File: config.mk
export PLATFORM = sky130hd
export DESIGN_NAME = memory_game_ctrl
export DESIGN_NICKNAME = d
export VERILOG_FILES = /design/src/rtl/memory_game_pkg.sv /design/src/rtl/memory_game_ctrl_sw_edge_detect.sv /design/src/rtl/memory_game_ctrl.sv
export SDC_FILE = /design/constraint.sdc
export NUM_CORES = 1
export LEC_CHECK = 0
export ABC_AREA = 0
export BUFFER_PORTS_ARGS = -buffer_cell sky130_fd_sc_hd__clkbuf_2
export CELL_PAD_IN_SITES_DETAIL_PLACEMENT = 0
export CELL_PAD_IN_SITES_GLOBAL_PLACEMENT = 2
export CORE_ASPECT_RATIO = 1.75
export CORE_UTILIZATION = 40
export DETAILED_ROUTE_END_ITERATION = 12
export HOLD_SLACK_MARGIN = 0.02
export PLACE_DENSITY_LB_ADDON = 0.1
export REMOVE_ABC_BUFFERS = 1
export SLEW_MARGIN = 40
export SYNTH_ARGS = -nofsm -noshare
export SYNTH_HDL_FRONTEND = slang
export SYNTH_SLANG_ARGS = --single-unit
File: constraint.sdc
create_clock -name clk -period 6.1 [get_ports clk]
set_input_delay 0.305 -clock clk [delete_from_list [all_inputs] [get_ports clk]]
set_output_delay 0.305 -clock clk [all_outputs]
set_load 0.05 [all_outputs]
File: src/rtl/memory_game_pkg.sv
// Shared types and constants for the switch/LED memory game round controller.
package memory_game_pkg;

  typedef enum logic [2:0] {
    IDLE, GEN, SHOW_ON, SHOW_OFF, INPUT, WIN, LOSE
  } state_t;

  localparam logic [7:0] LFSR_TAPS   = 8'hB8;
  localparam logic [7:0] DEF_SEED    = 8'hA5;
  localparam int         DEF_NUM_SW  = 10;
  localparam int         DEF_MAX_LEN = 6;
  localparam int         IDX_W       = 4;

  function automatic logic [7:0] lfsr_next(input logic [7:0] s);
    return (s >> 1) ^ (s[0] ? LFSR_TAPS : 8'h00);
  endfunction

  // Fold the low nibble onto 0..9 so every value names a real switch.
  function automatic logic [IDX_W-1:0] elem_of(input logic [7:0] s);
    return (s[3:0] < 4'd10) ? s[3:0] : s[3:0] - 4'd10;
  endfunction

endpackage

File: src/rtl/memory_game_ctrl_sw_edge_detect.sv
// Switch synchroniser and single-toggle decoder; one registered event per cycle.
module sw_edge_detect
  import memory_game_pkg::*;
#(
  parameter int NUM_SW = DEF_NUM_SW
) (
  input  logic              clk,
  input  logic              reset,
  input  logic [NUM_SW-1:0] sw,
  output logic              valid,
  output logic              invalid,
  output logic [IDX_W-1:0]  idx
);

  logic [NUM_SW-1:0] sync1, sync2, hist, diff;
  logic              onehot;
  logic [IDX_W-1:0]  enc;

  assign diff = sync2 ^ hist;

  always_comb begin
    onehot = (diff != '0) && ((diff & (diff - NUM_SW'(1))) == '0);
    enc    = '0;
    for (int i = 0; i < NUM_SW; i++)
      if (diff[i]) enc = IDX_W'(i);
  end

  // History tracks the synchronised switches even in reset, so no stale edge survives it.
  always_ff @(posedge clk) begin
    sync1 <= sw;
    sync2 <= sync1;
    hist  <= sync2;
    if (!reset) begin
      valid   <= 1'b0;
      invalid <= 1'b0;
      idx     <= '0;
    end else begin
      valid   <= onehot;
      invalid <= (diff != '0) && !onehot;
      idx     <= enc;
    end
  end

endmodule

File: src/rtl/memory_game_ctrl.sv
// Memory game round FSM: generate, show, and check an LED sequence; keep score.
module memory_game_ctrl
  import memory_game_pkg::*;
#(
  parameter int         NUM_SW        = DEF_NUM_SW,
  parameter int         MAX_LEN       = DEF_MAX_LEN,
  parameter int         TICK_DIV      = 25000000,
  parameter int         TIMEOUT_TICKS = 10,
  parameter logic [7:0] SEED          = DEF_SEED
) (
  input  logic              clk,
  input  logic              reset,
  input  logic              start,
  input  logic [1:0]        difficulty,
  input  logic [NUM_SW-1:0] sw,
  output logic [NUM_SW-1:0] led,
  output logic [7:0]        score,
  output logic              success,
  output logic              fail,
  output logic              busy,
  output logic [2:0]        step
);

  localparam logic [31:0] TO_CYC = 32'(TIMEOUT_TICKS * TICK_DIV);

  state_t                          state, state_n;
  logic [2:0]                      step_n, len;
  logic [31:0]                     timer, timer_n, show_cyc;
  logic [7:0]                      lfsr, lfsr_n, score_n;
  logic [1:0]                      diff_l, diff_n;
  logic [MAX_LEN-1:0][IDX_W-1:0]   seq, seq_n;
  logic [NUM_SW-1:0]               led_n;
  logic                            tog_valid, tog_invalid;
  logic [IDX_W-1:0]                tog_idx;

  function automatic logic [NUM_SW-1:0] dec(input logic [IDX_W-1:0] i);
    return NUM_SW'(1) << i;
  endfunction

  sw_edge_detect #(.NUM_SW(NUM_SW)) u_edge (
    .clk     (clk),
    .reset   (reset),
    .sw      (sw),
    .valid   (tog_valid),
    .invalid (tog_invalid),
    .idx     (tog_idx)
  );

  assign len      = {1'b0, diff_l} + 3'd3;
  assign show_cyc = 32'(TICK_DIV) >> diff_l;

  always_comb begin
    state_n = state;
    step_n  = step;
    timer_n = timer;
    lfsr_n  = lfsr;
    diff_n  = diff_l;
    seq_n   = seq;
    score_n = score;
    led_n   = '0;
    unique case (state)
      IDLE, WIN, LOSE: begin
        if (start) begin
          state_n = GEN;
          diff_n  = difficulty;
          step_n  = '0;
        end
      end
      GEN: begin
        lfsr_n      = lfsr_next(lfsr);
        seq_n[step] = elem_of(lfsr_n);
        if (step == len - 3'd1) begin
          step_n  = '0;
          timer_n = '0;
          state_n = SHOW_ON;
        end else begin
          step_n = step + 3'd1;
        end
      end
      SHOW_ON: begin
        if (timer == show_cyc - 32'd1) begin
          timer_n = '0;
          state_n = SHOW_OFF;
        end else begin
          timer_n = timer + 32'd1;
        end
      end
      SHOW_OFF: begin
        if (timer == show_cyc - 32'd1) begin
          timer_n = '0;
          if (step == len - 3'd1) begin
            step_n  = '0;
            state_n = INPUT;
          end else begin
            step_n  = step + 3'd1;
            state_n = SHOW_ON;
          end
        end else begin
          timer_n = timer + 32'd1;
        end
      end
      INPUT: begin
        // A toggle landing on the final timeout cycle is still honoured.
        if (tog_valid && tog_idx == seq[step]) begin
          led_n   = dec(tog_idx);
          timer_n = '0;
          step_n  = step + 3'd1;
          if (step == len - 3'd1) begin
            state_n = WIN;
            score_n = (score == 8'hFF) ? score : score + 8'd1;
          end
        end else if (tog_valid || tog_invalid) begin
          state_n = LOSE;
        end else if (timer == TO_CYC - 32'd1) begin
          state_n = LOSE;
        end else begin
          timer_n = timer + 32'd1;
        end
      end
      default: state_n = IDLE;
    endcase
    if (state_n == SHOW_ON) led_n = dec(seq_n[step_n]);
    if (state_n == WIN)     led_n = '1;
  end

  always_ff @(posedge clk) begin
    if (!reset) begin
      state   <= IDLE;
      step    <= '0;
      timer   <= '0;
      lfsr    <= SEED;
      diff_l  <= '0;
      seq     <= '0;
      led     <= '0;
      score   <= '0;
      success <= 1'b0;
      fail    <= 1'b0;
      busy    <= 1'b0;
    end else begin
      state   <= state_n;
      step    <= step_n;
      timer   <= timer_n;
      lfsr    <= lfsr_n;
      diff_l  <= diff_n;
      seq     <= seq_n;
      led     <= led_n;
      score   <= score_n;
      success <= (state_n == WIN);
      fail    <= (state_n == LOSE);
      busy    <= (state_n inside {GEN, SHOW_ON, SHOW_OFF, INPUT});
    end
  end

endmodule

==> Yosys cells after proc, flatten, opt, wreduce, memory -nomap -nowiden <==
Cells that the tools add are included.
{ "word_totals": {"out_inout_bits": 24, "wordCells": 124, "n_memories": 0, "ram_bits": 0, "latch_bits": 0, "romBits": 0, "inputBits": 15, "regBits": 129} }
{ "op_classes": {"reduce_logical": 17, "mux": 44, "div_mod_pow": 0, "mul": 0, "n_addsub": 8, "n_bitwise": 5, "eq_ne": 20, "n_lt_le_gt_ge": 4, "shifts": 3} }
{ "ops": {"columns": ["cell", "count"], "rows": [
  ["two-way mux 32 bit", 5],
  ["one-hot mux 32 bit (3 select lines)", 1],
  ["two-way mux 3 bit", 17],
  ["two-way mux 10 bit", 4],
  ["adder 32 x 1 -> 32 bit, second input constant", 1],
  ["== test 32 x 28 -> 1 bit, second input constant", 1],
  ["== test 32 bit", 1],
  [">> shifter 25 x 2 -> 32 bit, first input constant", 1],
  ["subtractor 32 x 1 -> 32 bit, second input constant", 1],
  ["binary-select mux 4 bit (select 3 bit)", 2],
  ["bitwise mux 24 bit", 1],
  ["two-way mux 24 bit", 1],
  ["two-way mux 4 bit", 6],
  ["left shift 1 x 4 -> 10 bit, first input constant", 2],
  ["== test 3 bit, second input constant", 6],
  ["one-hot mux 3 bit (5 select lines)", 1],
  ["demux 4 bit (select 3 bit)", 1],
  ["== test 3 x 2 -> 1 bit, second input constant", 4],
  ["one-hot mux 3 bit (4 select lines)", 1],
  ["bitwise AND 10 bit", 1],
  ["logical NOT 10 bit", 1],
  ["nonzero test 10 bit", 1],
  ["subtractor 10 x 1 -> 10 bit, second input constant", 1],
  ["bitwise XOR 10 bit", 1],
  ["other kinds (29)", 39]
]} }

==> Logic depth before layout (Yosys ltp) <==
Gate-level depths: netlist of the first run.
{ "depth": {"depth_word": 11, "mapped_depth": 15, "mapped_depth_nobuf": 13} }

==> Cells and area by module <==
Synthesis of the first run repeated with hierarchy kept, for this count alone.
{ "unflattened": {"hier_cells": 726, "hier_area_um2": 6351.1} }
{ "by_module_without_submodules": {"columns": ["module", "area_each_um2", "instances", "seq_area_each_um2", "cells_per_inst"], "rows": [
  ["memory_game_ctrl", 5355.1, 1, 1861.8, 647],
  ["sw_edge_detect", 996.0, 1, 720.7, 79]
]} }

==> Least setup slack after synthesis of the first run <==
No wires, ideal clock.
{ "synth_timing": {"path_type": "register -> register", "from": "reg step[0]", "to": "reg led[3]", "t_arrival_ns": 4.021, "n_path_buf": 2, "required_time_ns": 5.980, "synth_period_minus_slack_ns": 4.141, "stages_incl_launch_ff": 14, "setup_slack_ns": 1.959, "path_cell_list": "dfxtp_1 -> buf_4 -> mux2_1 -> a22oi_1 -> a211oi_1 -> o41a_1 -> or4_1 -> buf_2 -> o31ai_4 -> mux2i_1 -> nor3_1 -> a211oi_1 -> and4b_1 -> o31a_1"} }
{ "synth_between": {"elab_chain_cells": 11} }
{ "synth_rtl": {"columns": ["item", "line", "rtl"], "rows": [
  ["start, declared", "memory_game_ctrl.sv:21", "output logic [2:0] step"],
  ["start signal, assigned", "memory_game_ctrl.sv:141", "step <= step_n;"],
  ["binary-select mux 4 bit (select 3 bit), or another cell as far along", "memory_game_ctrl.sv:104", "if (tog_valid && tog_idx == seq[step]) begin"],
  ["two-way mux 4 bit (not written as such) / logical AND 1 bit (equally long branches)", "memory_game_ctrl.sv:104, memory_game_ctrl.sv:71", null],
  ["== test 4 bit / two-way mux 4 bit (equally long branches)", "memory_game_ctrl.sv:104, memory_game_ctrl.sv:71", null],
  ["logical AND 1 bit / demux 4 bit (select 3 bit) (equally long branches)", "memory_game_ctrl.sv:104, memory_game_ctrl.sv:71", null],
  ["two-way mux 3 bit / bitwise mux 24 bit (equally long branches)", "memory_game_ctrl.sv:104, memory_game_ctrl.sv:71", null],
  ["one-hot mux 3 bit (4 select lines) / two-way mux 24 bit (equally long branches)", "memory_game_ctrl.sv:61", "unique case (state)"],
  ["binary-select mux 4 bit (select 3 bit)", "memory_game_ctrl.sv:122", "if (state_n == SHOW_ON) led_n = dec(seq_n[step_n]);"],
  ["two-way mux 4 bit (not written as such)", "memory_game_ctrl.sv:122", null],
  ["left shift 1 x 4 -> 10 bit", "memory_game_ctrl.sv:37", "return NUM_SW'(1) << i;"],
  ["two-way mux 10 bit", "memory_game_ctrl.sv:122", null],
  ["two-way mux 10 bit (*)", "memory_game_ctrl.sv:123", "if (state_n == WIN) led_n = '1;"],
  ["end signal, assigned", "memory_game_ctrl.sv:146", "led <= led_n;"],
  ["end, declared", "memory_game_ctrl.sv:16", "output logic [NUM_SW-1:0] led,"]
]} }
Every way passes the cells marked *; elsewhere a longest branch is shown, timed or not. The select of a mux whose other input is x is not followed.
A chain may end at the register's enable or synchronous reset.

==> Final worst setup path of the first run <==
{ "layout_timing": {"from": "reg step[0]", "to": "reg led[8]"} }
Same word-level chain as after synthesis.

==> flow_summary.ini, run 1 <==
[synth]
ys_ff_latch = 129
ys_warn_count = 0
ys_seq_area_frac = 0.413
synth.distinct_cells = 76
syn_area_sq_um = 6250
avgSynthCellArea_sq_um = 8.56
synth_flop_cell = dfxtp_1
synth-edff-count = 0
syn_inst = 731
async_flop_share = 0

[sta]
finalCritPeriodShare = 0.786
final_hold_viol_count = 0
rsz0062_at_grt = no
setup_tns_ps = 0
setup_viol = 0
final.min_clock_period_ps = 4790
finClkSkew_ps = 10.5
slew_headroom = 0.446
drv_slew = 0
max_freq_ghz = 0.209
worst_slew_pin_slew_ps = 828

[floorplanning]
row_count = 60
io_pins = 39
coreArea_sq_um = 15300
die_h_um = 167
die_w_um = 96.5
start_util = 0.408
dieArea_sq_um = 16200

[cts]
cts_root_buffer = clkbuf_16
clk_pin_slew_worst_paths_ps = 70
cts_setup_buffers = 0
clk_latency_ps = 430
htreeDepth = 4
cts_sinks = 129
cts_buffer_depth = 2
cts_buffers = 17
cts_tree = yes

[finish]
nets = 786
final_common_cell = dfxtp_1
num_antenna_cells = 0
layout_common_cells = 129 x dfxtp_1, 103 x nor2_1, 57 x nand2_1, 44 x a21oi_1, 38 x clkbuf_2
final_layout_size_suffix_gt1_frac = 0.119
syn_to_final_growth_pct = 16.6
fill_cells = 1548

[power_and_ir_drop]
p_leak_nw = 2.70
pwr_density_cell_nw_per_um2 = 311
power_mw = 2.27
ir_drop_uv = 183

[routing]
drt_iter0_drc = 239
ant_nets = 0
wl_per_cell_um = 18.2
drc_errors = 0
via_per_inst = 5.66
first_pass_iters = 5
wl_um = 17500
dr_total_vias = 5465

[grt]
antenna_found_initial = 0
grt_remaining_overflow = 0
grt_pass1_vias = 5364
grt_max_degree = 50
gr-usage-all-layers = 0.228
grt_pass1_wl_um = 27400

[placed_design]
gp_congestion = 0.901
hpwl_um = 12900
io_buffers = 38

[worst_setup_path]
cpMaxStageDelayCell = or4_1
cp-start-kind = register
max_stage_delay_ps = 690
worstPathRequired_ps = 6450
r2r_end = led[8]$_SDFF_PN0_
critPathCaptureType = register
cp.buffers_inverters = 1
crit_path_max_fanout = 35
path_cells = buf_4 -> mux4_2 -> a22oi_2 -> xnor2_1 -> o41a_1 -> or4_1 -> o31ai_4 -> mux2i_1 -> a2111oi_2 -> nor3_1 -> o311ai_0 -> o22ai_1
reg2reg_slack_ps = 1310
r2r.worst_path.cells = 12
crit_type = register to register
r2r-start = step[0]$_SDFF_PN0_
critical-path-top-delay-family = compound AO/OA/AOI/OAI gates
arrival_ps = 5140

[job]
drv_cap = 0

[hold_path]
hold_end = diff_l[0]$_SDFFE_PN0P_
min_from = difficulty[0]
min_path_type = input pin to register
min_path_cells = 3

[outcome]
outcome = finished, final reports clean
[synthesized netlist by cell type (8+ instances only)]
cell	number	area, sq um
a211oi_1	10	75.1
a21oi_1	44	220
a31oi_1	10	62.6
clkbuf_1	27	101
dfxtp_1	129	2580
inv_1	16	60.1
mux2i_1	28	280
nand2_1	58	218
nand2b_1	10	62.6
nand3_1	28	140
nand4_1	13	81.3
nor2_1	103	387
nor2b_1	14	87.6
nor3_1	22	110
o21ai_0	22	110
o22ai_1	8	50.1
or3_1	11	68.8
xnor2_1	30	263
xor2_1	20	175
[worst min-delay path, stage by stage]
cell and delay (ps):
clkbuf_2 90, mux2i_1 60, nor2_1 70
[power breakdown]
group	internal, mW	switching [mW]
sequential	0.873	0.0372
clock	0.592	0.464
combinational	0.111	0.189
[worst max path at each step]
| stage | startpoint | depth (start not counted) | to | slack (ps) |
|---|---|---|---|---|
| after CTS | step[0]$_SDFF_PN0_ | 12 | led[8]$_SDFF_PN0_ | 1340 |
| final | step[0]$_SDFF_PN0_ | 12 | led[8]$_SDFF_PN0_ | 1310 |
| after detailed placement | step[0]$_SDFF_PN0_ | 12 | led[8]$_SDFF_PN0_ | 1410 |
| after global routing | step[0]$_SDFF_PN0_ | 12 | led[8]$_SDFF_PN0_ | 990 |
| after global placement | step[0]$_SDFF_PN0_ | 12 | led[8]$_SDFF_PN0_ | 1530 |
| after floorplan | step[0]$_SDFF_PN0_ | 11 | led[3]$_SDFF_PN0_ | 1020 |
[layer usage]
layer,routed length (um),GRT usage,vias to the layer above
met2,9360,0.403,129
met4,1060,0.155,0
met1,6540,0.230,2586
li1,-,-,2690
met5,0,0,-
met3,558,0.0486,60
[cell families (layout without fill, tap and decap cells)]
logic type	after synthesis	after routing	synth area share
and+or+nand+nor	308	308	0.246
DFF	129	129	0.413
AOI/OAI and AO/OA	148	148	0.162
buffers and inverters	52	100	0.0324
adders and majority gates	7	7	0.0132
muxes	37	37	0.0634
xor gates and xnor gates	50	50	0.0700
[stage by stage]
stage | instances | setup WS (ps) | cell area, sq um | util | hold slack [ps]
4_1_cts | 965 | 1340 | 7290 | 0.476 | 137
3_3_place_gp | 923 | 1530 | 6570 | 0.429 | 310
6_report | 965 | 1310 | 7290 | 0.476 | 139
3_5_place_dp | 923 | 1410 | 6570 | 0.429 | 312
2_1_floorplan | 695 | 1020 | 6110 | - | 310
5_1_grt | 965 | 993 | 7290 | 0.476 | 156
[layout make-up]
cell class,instances,area (sq um),area share
multi-input combinational,550,3480,0.477
sequential,129,2580,0.354
clock buffer,17,425,0.0583
timing repair buffer,52,320,0.0439
tap,186,233,0.0319
clock inverter,15,193,0.0264
inverter,16,60.1,0.00824
[what timing repair did]
action                                 in CTS  in global routing
endpoints found under the hold margin      10                  0
hold buffers                               10                  0
gates resized for setup                     0                  0
[flip-flops by register name (all words and copies together) (netlist names), 2 cells and up]
name / flops
lfsr: 8
u_edge.sync1: 10
u_edge.hist: 10
timer: 32
step: 3
u_edge.idx: 4
led: 10
seq: 24
diff_l: 2
score: 8
state: 3
u_edge.sync2: 10
(Power assumes the default switching activity.)
==> run 2, diff against run 1 <==
--- a/config.mk
+++ b/config.mk
@@ -5,12 +5,12 @@
 export SDC_FILE = /design/constraint.sdc
 export NUM_CORES = 1
 export LEC_CHECK = 0
-export ABC_AREA = 0
+export ABC_AREA = 1
 export BUFFER_PORTS_ARGS = -buffer_cell sky130_fd_sc_hd__clkbuf_2
 export CELL_PAD_IN_SITES_DETAIL_PLACEMENT = 0
 export CELL_PAD_IN_SITES_GLOBAL_PLACEMENT = 2
 export CORE_ASPECT_RATIO = 1.75
-export CORE_UTILIZATION = 40
+export CORE_UTILIZATION = 34
 export DETAILED_ROUTE_END_ITERATION = 12
 export HOLD_SLACK_MARGIN = 0.02
 export PLACE_DENSITY_LB_ADDON = 0.1
==> constraint.sdc (replaced) <==
create_clock -name clk -period 4.55 [get_ports clk]
set_input_delay 0.2275 -clock clk [delete_from_list [all_inputs] [get_ports clk]]
set_output_delay 0.2275 -clock clk [all_outputs]
set_load 0.05 [all_outputs]
==> run 2 against run 1 <==
Against the previous run:
- die area grew 28%
- via count is 21% higher
- sequential share of layout area shrank 2.8 points
- critical endpoint is now led[5]$_SDFF_PN0_
- largest cell class unchanged
- largest power group unchanged
==> flow_summary.ini, run 2 <==
[outcome]
outcome = finished, final reports clean

[sta]
slew_headroom = 0.551
final.min_clock_period_ps = 3680
finalCritPeriodShare = 0.809
worst_slew_pin_slew_ps = 667
rsz0062_at_grt = no
drv_slew = 0
setup_viol = 0
finClkSkew_ps = 7.53
final_hold_viol_count = 0
max_freq_ghz = 0.272
setup_tns_ps = 0

[finish]
fill_cells = 2183
final_common_cell = nand2_1
largest_reg_flops = 32
syn_to_final_growth_pct = 15.9
final_util = 0.401
layout_common_cells = 240 x nand2_1, 129 x dfxtp_1, 120 x inv_1, 115 x nor2_1, 65 x a21oi_1
nets = 1078
final_layout_size_suffix_gt1_frac = 0.116
num_antenna_cells = 0
multi_input_area_sq_um = 3600
regArea_sq_um = 2580
regMostFlops = timer
reg.largest.list = timer (32), seq (24)

[worst_setup_path]
arrival_ps = 4030
crit_start = diff_l[0]$_SDFFE_PN0P_
cp-start-kind = register
r2r-start = diff_l[0]$_SDFFE_PN0P_
crit_path_max_fanout = 12
r2r.worst_path.cells = 22
worstPathRequired_ps = 4900
crit_type = register to register
critPathCaptureType = register

[cts]
cts_tree = yes
htreeDepth = 4
cts_buffer_depth = 2
cts_sinks = 129
clk_latency_ps = 430
cts_resized = 0
cts_buffers = 17
cts_root_buffer = clkbuf_16
clk_pin_slew_worst_paths_ps = 60

[routing]
first_pass_iters = 5
drt_iter0_drc = 283
drc_errors = 0
wl_per_cell_um = 18.2
dr_total_vias = 6625
wl_um = 23900
via_per_inst = 5.04
ant_nets = 0

[power_and_ir_drop]
pwr_density_cell_nw_per_um2 = 374
p_int_mw = 2.10
clkPwrFrac = 0.462
power_mw = 2.96
p_leak_nw = 3.51
ir_drop_uv = 298
seq_power_share = 0.407
p_sw_mw = 0.864
swShare = 0.292
power.share.combinational = 0.131

[floorplanning]
die_w_um = 109
die_h_um = 189
io_pins = 39
row_count = 68
coreArea_sq_um = 19700
dieArea_sq_um = 20700
start_util = 0.346

[synth]
avgSynthCellArea_sq_um = 6.75
synth_top_area_cell = dfxtp_1
synth_xor_area_frac = 0.0359
synthTopCellsByArea = dfxtp_1 38%, nand2_1 13%, inv_1 6.7%, nor2_1 6.3%, a21oi_1 4.8%
yosys.area_share.adder = 0.00916
ys_warn_count = 0
ys_ff_latch = 129
syn_inst = 1011
synth-edff-count = 0
synthSimpleGateAreaFrac = 0.353
async_flop_share = 0
syn_area_sq_um = 6830
synth.distinct_cells = 53
synth.most_common_cell = nand2_1
netlist_top_cells_count = 240 x nand2_1, 129 x dfxtp_1, 121 x inv_1
synth_compound_area_frac = 0.123
yosysTopAreaCellShare = 0.378
synth_flop_cell = dfxtp_1
synth_top_family_by_area = simple AND/OR/NAND/NOR gates
muxShareOfSynthArea = 0.00586
ys_seq_area_frac = 0.378

[placed_design]
io_buffers = 38
hpwl_um = 19100
gp_congestion = 0.871

[grt]
gr-usage-all-layers = 0.250
grt_remaining_overflow = 0
grt_pass1_wl_um = 37500
grt_pass1_vias = 6886
antenna_found_initial = 0
grt_max_degree = 31

[hold_path]
min_path_cells = 3
min_from = difficulty[1]
min_path_type = input pin to register

[job]
drv_cap = 0
[run 2: repair_timing]
item,in CTS,in global routing
hold buffers,10,0
buffers inserted,0,0
endpoints found under the hold margin,10,0
[run 2: worst max-delay path, cell delays in order (launching register included)]
cell and delay (ps):
dfxtp_1 710, inv_2 180, nand2_1 190, ha_1 270, nand2_1 70, inv_1 50
nor2_1 80, nand2_1 70, nor2_1 120, nand2_1 80, nor2_2 160, nand2_1 120
nand3_1 220, nand3_1 200, nand2_1 120, nand2_2 120, inv_2 150, nand2_2 90
nor2_1 140, a21oi_2 80, nor2_2 190, nand2_1 70, a21oi_1 140
[run 2: worst paths after layout]
kind,to,slack [ps]
hold / removal,diff_l[1]$_SDFFE_PN0P_,170
hold reg to reg,u_edge.sync2[0]$_DFF_P_,320
setup reg to reg,led[5]$_SDFF_PN0_,870
setup / recovery,led[5]$_SDFF_PN0_,870
[run 2: power by group through the flow]
stage | Combinational (mW) | Clock (mW) | Sequential, mW
after floorplan | 0.251 | 0 | 1.23
after global placement | 0.386 | 0 | 1.23
after detailed placement | 0.382 | 0 | 1.23
after CTS | 0.391 | 1.40 | 1.21
after global routing | 0.438 | 1.44 | 1.21
final | 0.387 | 1.37 | 1.21
[run 2: area by class of cell]
type                            instances  area share
Clock inverter                         13      0.0191
Inverter                              135      0.0647
Tap cell                              245      0.0387
Clock buffer                           18      0.0542
Sequential cell                       129       0.326
Timing Repair Buffer                   54      0.0424
Multi-Input combinational cell        721       0.455
[run 2: per-layer routing]
layer / GRT usage / share of wire / up-vias
met4: 0.164 / 0.060 / 0
met2: 0.490 / 0.58 / 112
met5: 0 / 0 / -
met1: 0.222 / 0.34 / 3076
met3: 0.0437 / 0.024 / 61
li1: - / - / 3376
[run 2: kinds of logic after synthesis]
family / after synthesis
compound gates: 154
xor+xnor: 28
fa+ha+maj: 5
buf+inv: 161
flops: 129
mux: 4
simple gates: 530
[run 2: per-stage QoR]
step | std cells | cell area (sq um) | setup slack, ps | hold WS, ps
CTS | 1315 | 7910 | 856 | 157
global route | 1315 | 7910 | 443 | 225
floorplan | 985 | 6690 | 1390 | 255
finish | 1315 | 7910 | 871 | 174
detailed placement | 1274 | 7230 | 879 | 312
global placement | 1274 | 7230 | 763 | 310
==> run 3, diff against run 2 <==
--- a/config.mk
+++ b/config.mk
@@ -5,12 +5,12 @@
 export SDC_FILE = /design/constraint.sdc
 export NUM_CORES = 1
 export LEC_CHECK = 0
-export ABC_AREA = 1
+export ABC_AREA = 0
 export BUFFER_PORTS_ARGS = -buffer_cell sky130_fd_sc_hd__clkbuf_2
 export CELL_PAD_IN_SITES_DETAIL_PLACEMENT = 0
 export CELL_PAD_IN_SITES_GLOBAL_PLACEMENT = 2
 export CORE_ASPECT_RATIO = 1.75
-export CORE_UTILIZATION = 34
+export CORE_UTILIZATION = 37
 export DETAILED_ROUTE_END_ITERATION = 12
 export HOLD_SLACK_MARGIN = 0.02
 export PLACE_DENSITY_LB_ADDON = 0.1
==> constraint.sdc (replaced) <==
create_clock -name clk -period 3.59 [get_ports clk]
set_input_delay 0.1795 -clock clk [delete_from_list [all_inputs] [get_ports clk]]
set_output_delay 0.1795 -clock clk [all_outputs]
set_load 0.05 [all_outputs]
==> run 3 against run 2 <==
Against the previous run:
- the flow now finishes with violations (negative setup slack)
- power is 38% higher
- first-iteration DRC count is 18% lower
- critical path depth is 9 lower
- design area is 9.1% higher
- register-to-register slack worse by 1000 ps
- die area is 16% lower
- via count is 9.3% lower
- sequential share of layout area is 2.7 points lower
- count of clock-buffer cells in the layout is 1 lower
- critical endpoint is now led[3]$_SDFF_PN0_
- highest routed layer unchanged
==> flow_summary.ini, run 3 (synthesis gave the netlist of run 1 again) <==
[sta]
final.min_clock_period_ps = 3740
final_hold_viol_count = 0
slew_headroom = 0.568
drv_slew = 0
max_freq_ghz = 0.268
setup_viol = 9
rsz0062_at_grt = yes
setup_tns_ps = -655
worst_slew_pin_slew_ps = 646
setup_ws_ps = -146
finClkSkew_ps = 10.6
hold_ws_ps = 37.7
finalCritPeriodShare = 1.04

[routing]
drt_iter0_drc = 233
dr_total_vias = 6012
drc_errors = 0
wl_per_cell_um = 17.8
via_per_inst = 5.36
wl_um = 20000
ant_nets = 0
first_pass_iters = 4

[worst_setup_path]
path_cells = buf_6 -> mux2_4 -> a22oi_2 -> a211oi_4 -> o41a_1 -> or4_4 -> o31ai_4 -> mux2i_1 -> a2111oi_2 -> nor3_2 -> buf_4 -> and4b_1 -> o31a_1
worstPathRequired_ps = 3900
reg2reg_slack_ps = -150
critPathCaptureType = register
max_stage_delay_ps = 580
crit_type = register to register
cpMaxStageDelayCell = or4_4
crit_path_max_fanout = 8
critical-path-top-delay-family = compound AO/OA/AOI/OAI gates
arrival_ps = 4050
cp.buffers_inverters = 2
cp-start-kind = register

[cts]
cts_root_buffer = clkbuf_16
cts_buffer_depth = 2
clk_pin_slew_worst_paths_ps = 60
htreeDepth = 4
clk_latency_ps = 420
cts_buffers = 17
cts_tree = yes
cts_sinks = 129

[power_and_ir_drop]
seq_power_share = 0.376
power_mw = 4.09
swShare = 0.304
ir_drop_uv = 428
p_leak_nw = 3.36
p_sw_mw = 1.24
pwr_density_cell_nw_per_um2 = 474
p_int_mw = 2.85
power.share.combinational = 0.193
clkPwrFrac = 0.432

[floorplanning]
io_pins = 39
start_util = 0.380
die_h_um = 174
die_w_um = 100
row_count = 62
coreArea_sq_um = 16400
dieArea_sq_um = 17400

[grt]
grt_remaining_overflow = 0
gr-usage-all-layers = 0.240
grt_pass1_vias = 6216
grt_max_degree = 33
grt_pass1_wl_um = 31900
antenna_found_initial = 0

[placed_design]
gp_congestion = 0.934
place_area_sq_um = 7400
place_ws_ps = -358
hpwl_um = 15300
io_buffers = 38
dp.cells = 1066

[job]
drv_cap = 0

[outcome]
violations = negative setup slack
outcome = finished with violations

[hold_path]
min_path_type = input pin to register

[finish]
syn_to_final_growth_pct = 38.0
num_antenna_cells = 0
final_cells = 1121
layout_common_cells = 127 x dfxtp_1, 118 x buf_4, 100 x nor2_1, 55 x nand2_1, 39 x a21oi_1
nets = 904
final_common_cell = dfxtp_1
largest_reg_flops = 32
final_area_sq_um = 8630
regMostFlops = timer
final_layout_size_suffix_gt1_frac = 0.301
reg.largest.list = timer (32), seq (24)
final_util = 0.525
-- run 3: changes by cell type in the layout (fill, tap and decap cells not counted), sizes merged, moves of 36 or more --
cell,delta
inv,-116
nand3,-36
buf,+116
nand2,-192
o21ai,-43
-- run 3: worst reg2reg max path, cell delays in order, from the launching register on --
cell and delay, ps:
dfxtp_4 390, buf_6 130, mux2_4 310, a22oi_2 230
a211oi_4 120, o41a_1 440, or4_4 580, o31ai_4 150
mux2i_1 170, a2111oi_2 410, nor3_2 100, buf_4 170
and4b_1 180, o31a_1 260
-- run 3: worst paths after layout --
path	start	end	depth (start not counted)
worst max-delay path	step[0]$_SDFF_PN0_	led[3]$_SDFF_PN0_	13
worst min register to register	u_edge.sync1[9]$_DFF_P_	u_edge.sync2[9]$_DFF_P_	0
worst max register to register	step[0]$_SDFF_PN0_	led[3]$_SDFF_PN0_	13
worst min-delay path	difficulty[0]	diff_l[0]$_SDFFE_PN0P_	3
-- run 3: metal layers --
metal / track usage / vias to the layer above / wire length (um)
li1: - / 2923 / -
met1: 0.221 / 2892 / 6980
met2: 0.458 / 120 / 11100
met3: 0.0430 / 77 / 507
met4: 0.167 / 0 / 1360
met5: 0 / - / 0
-- run 3: power groups by stage --
| stage | logic, mW | clock network (mW) | registers [mW] |
|---|---|---|---|
| 3_5_place_dp | 0.648 | 0 | 1.56 |
| 5_1_grt | 0.846 | 1.88 | 1.54 |
| 4_1_cts | 0.710 | 1.81 | 1.53 |
| 6_report | 0.788 | 1.76 | 1.54 |
| 2_1_floorplan | 0.333 | 0 | 1.59 |
| 3_3_place_gp | 0.641 | 0 | 1.56 |
-- run 3: layout make-up --
class                   count  area, sq um
clock inverters            15          190
inverters                  16         60.1
well taps                 224          280
fillers                  1566         7810
flip-flops and latches    129         2590
multi-input cells         550         3870
repair buffers            170         1220
clock buffers              17          425
-- run 3: timing repair --
action                                 in CTS  in global routing
setup endpoints to repair                  14                 18
gates resized for setup                    38                 46
endpoints found under the hold margin      10                  0
setup buffers                               5                 10
pin swaps                                  12                 18
hold buffers                               10                  0
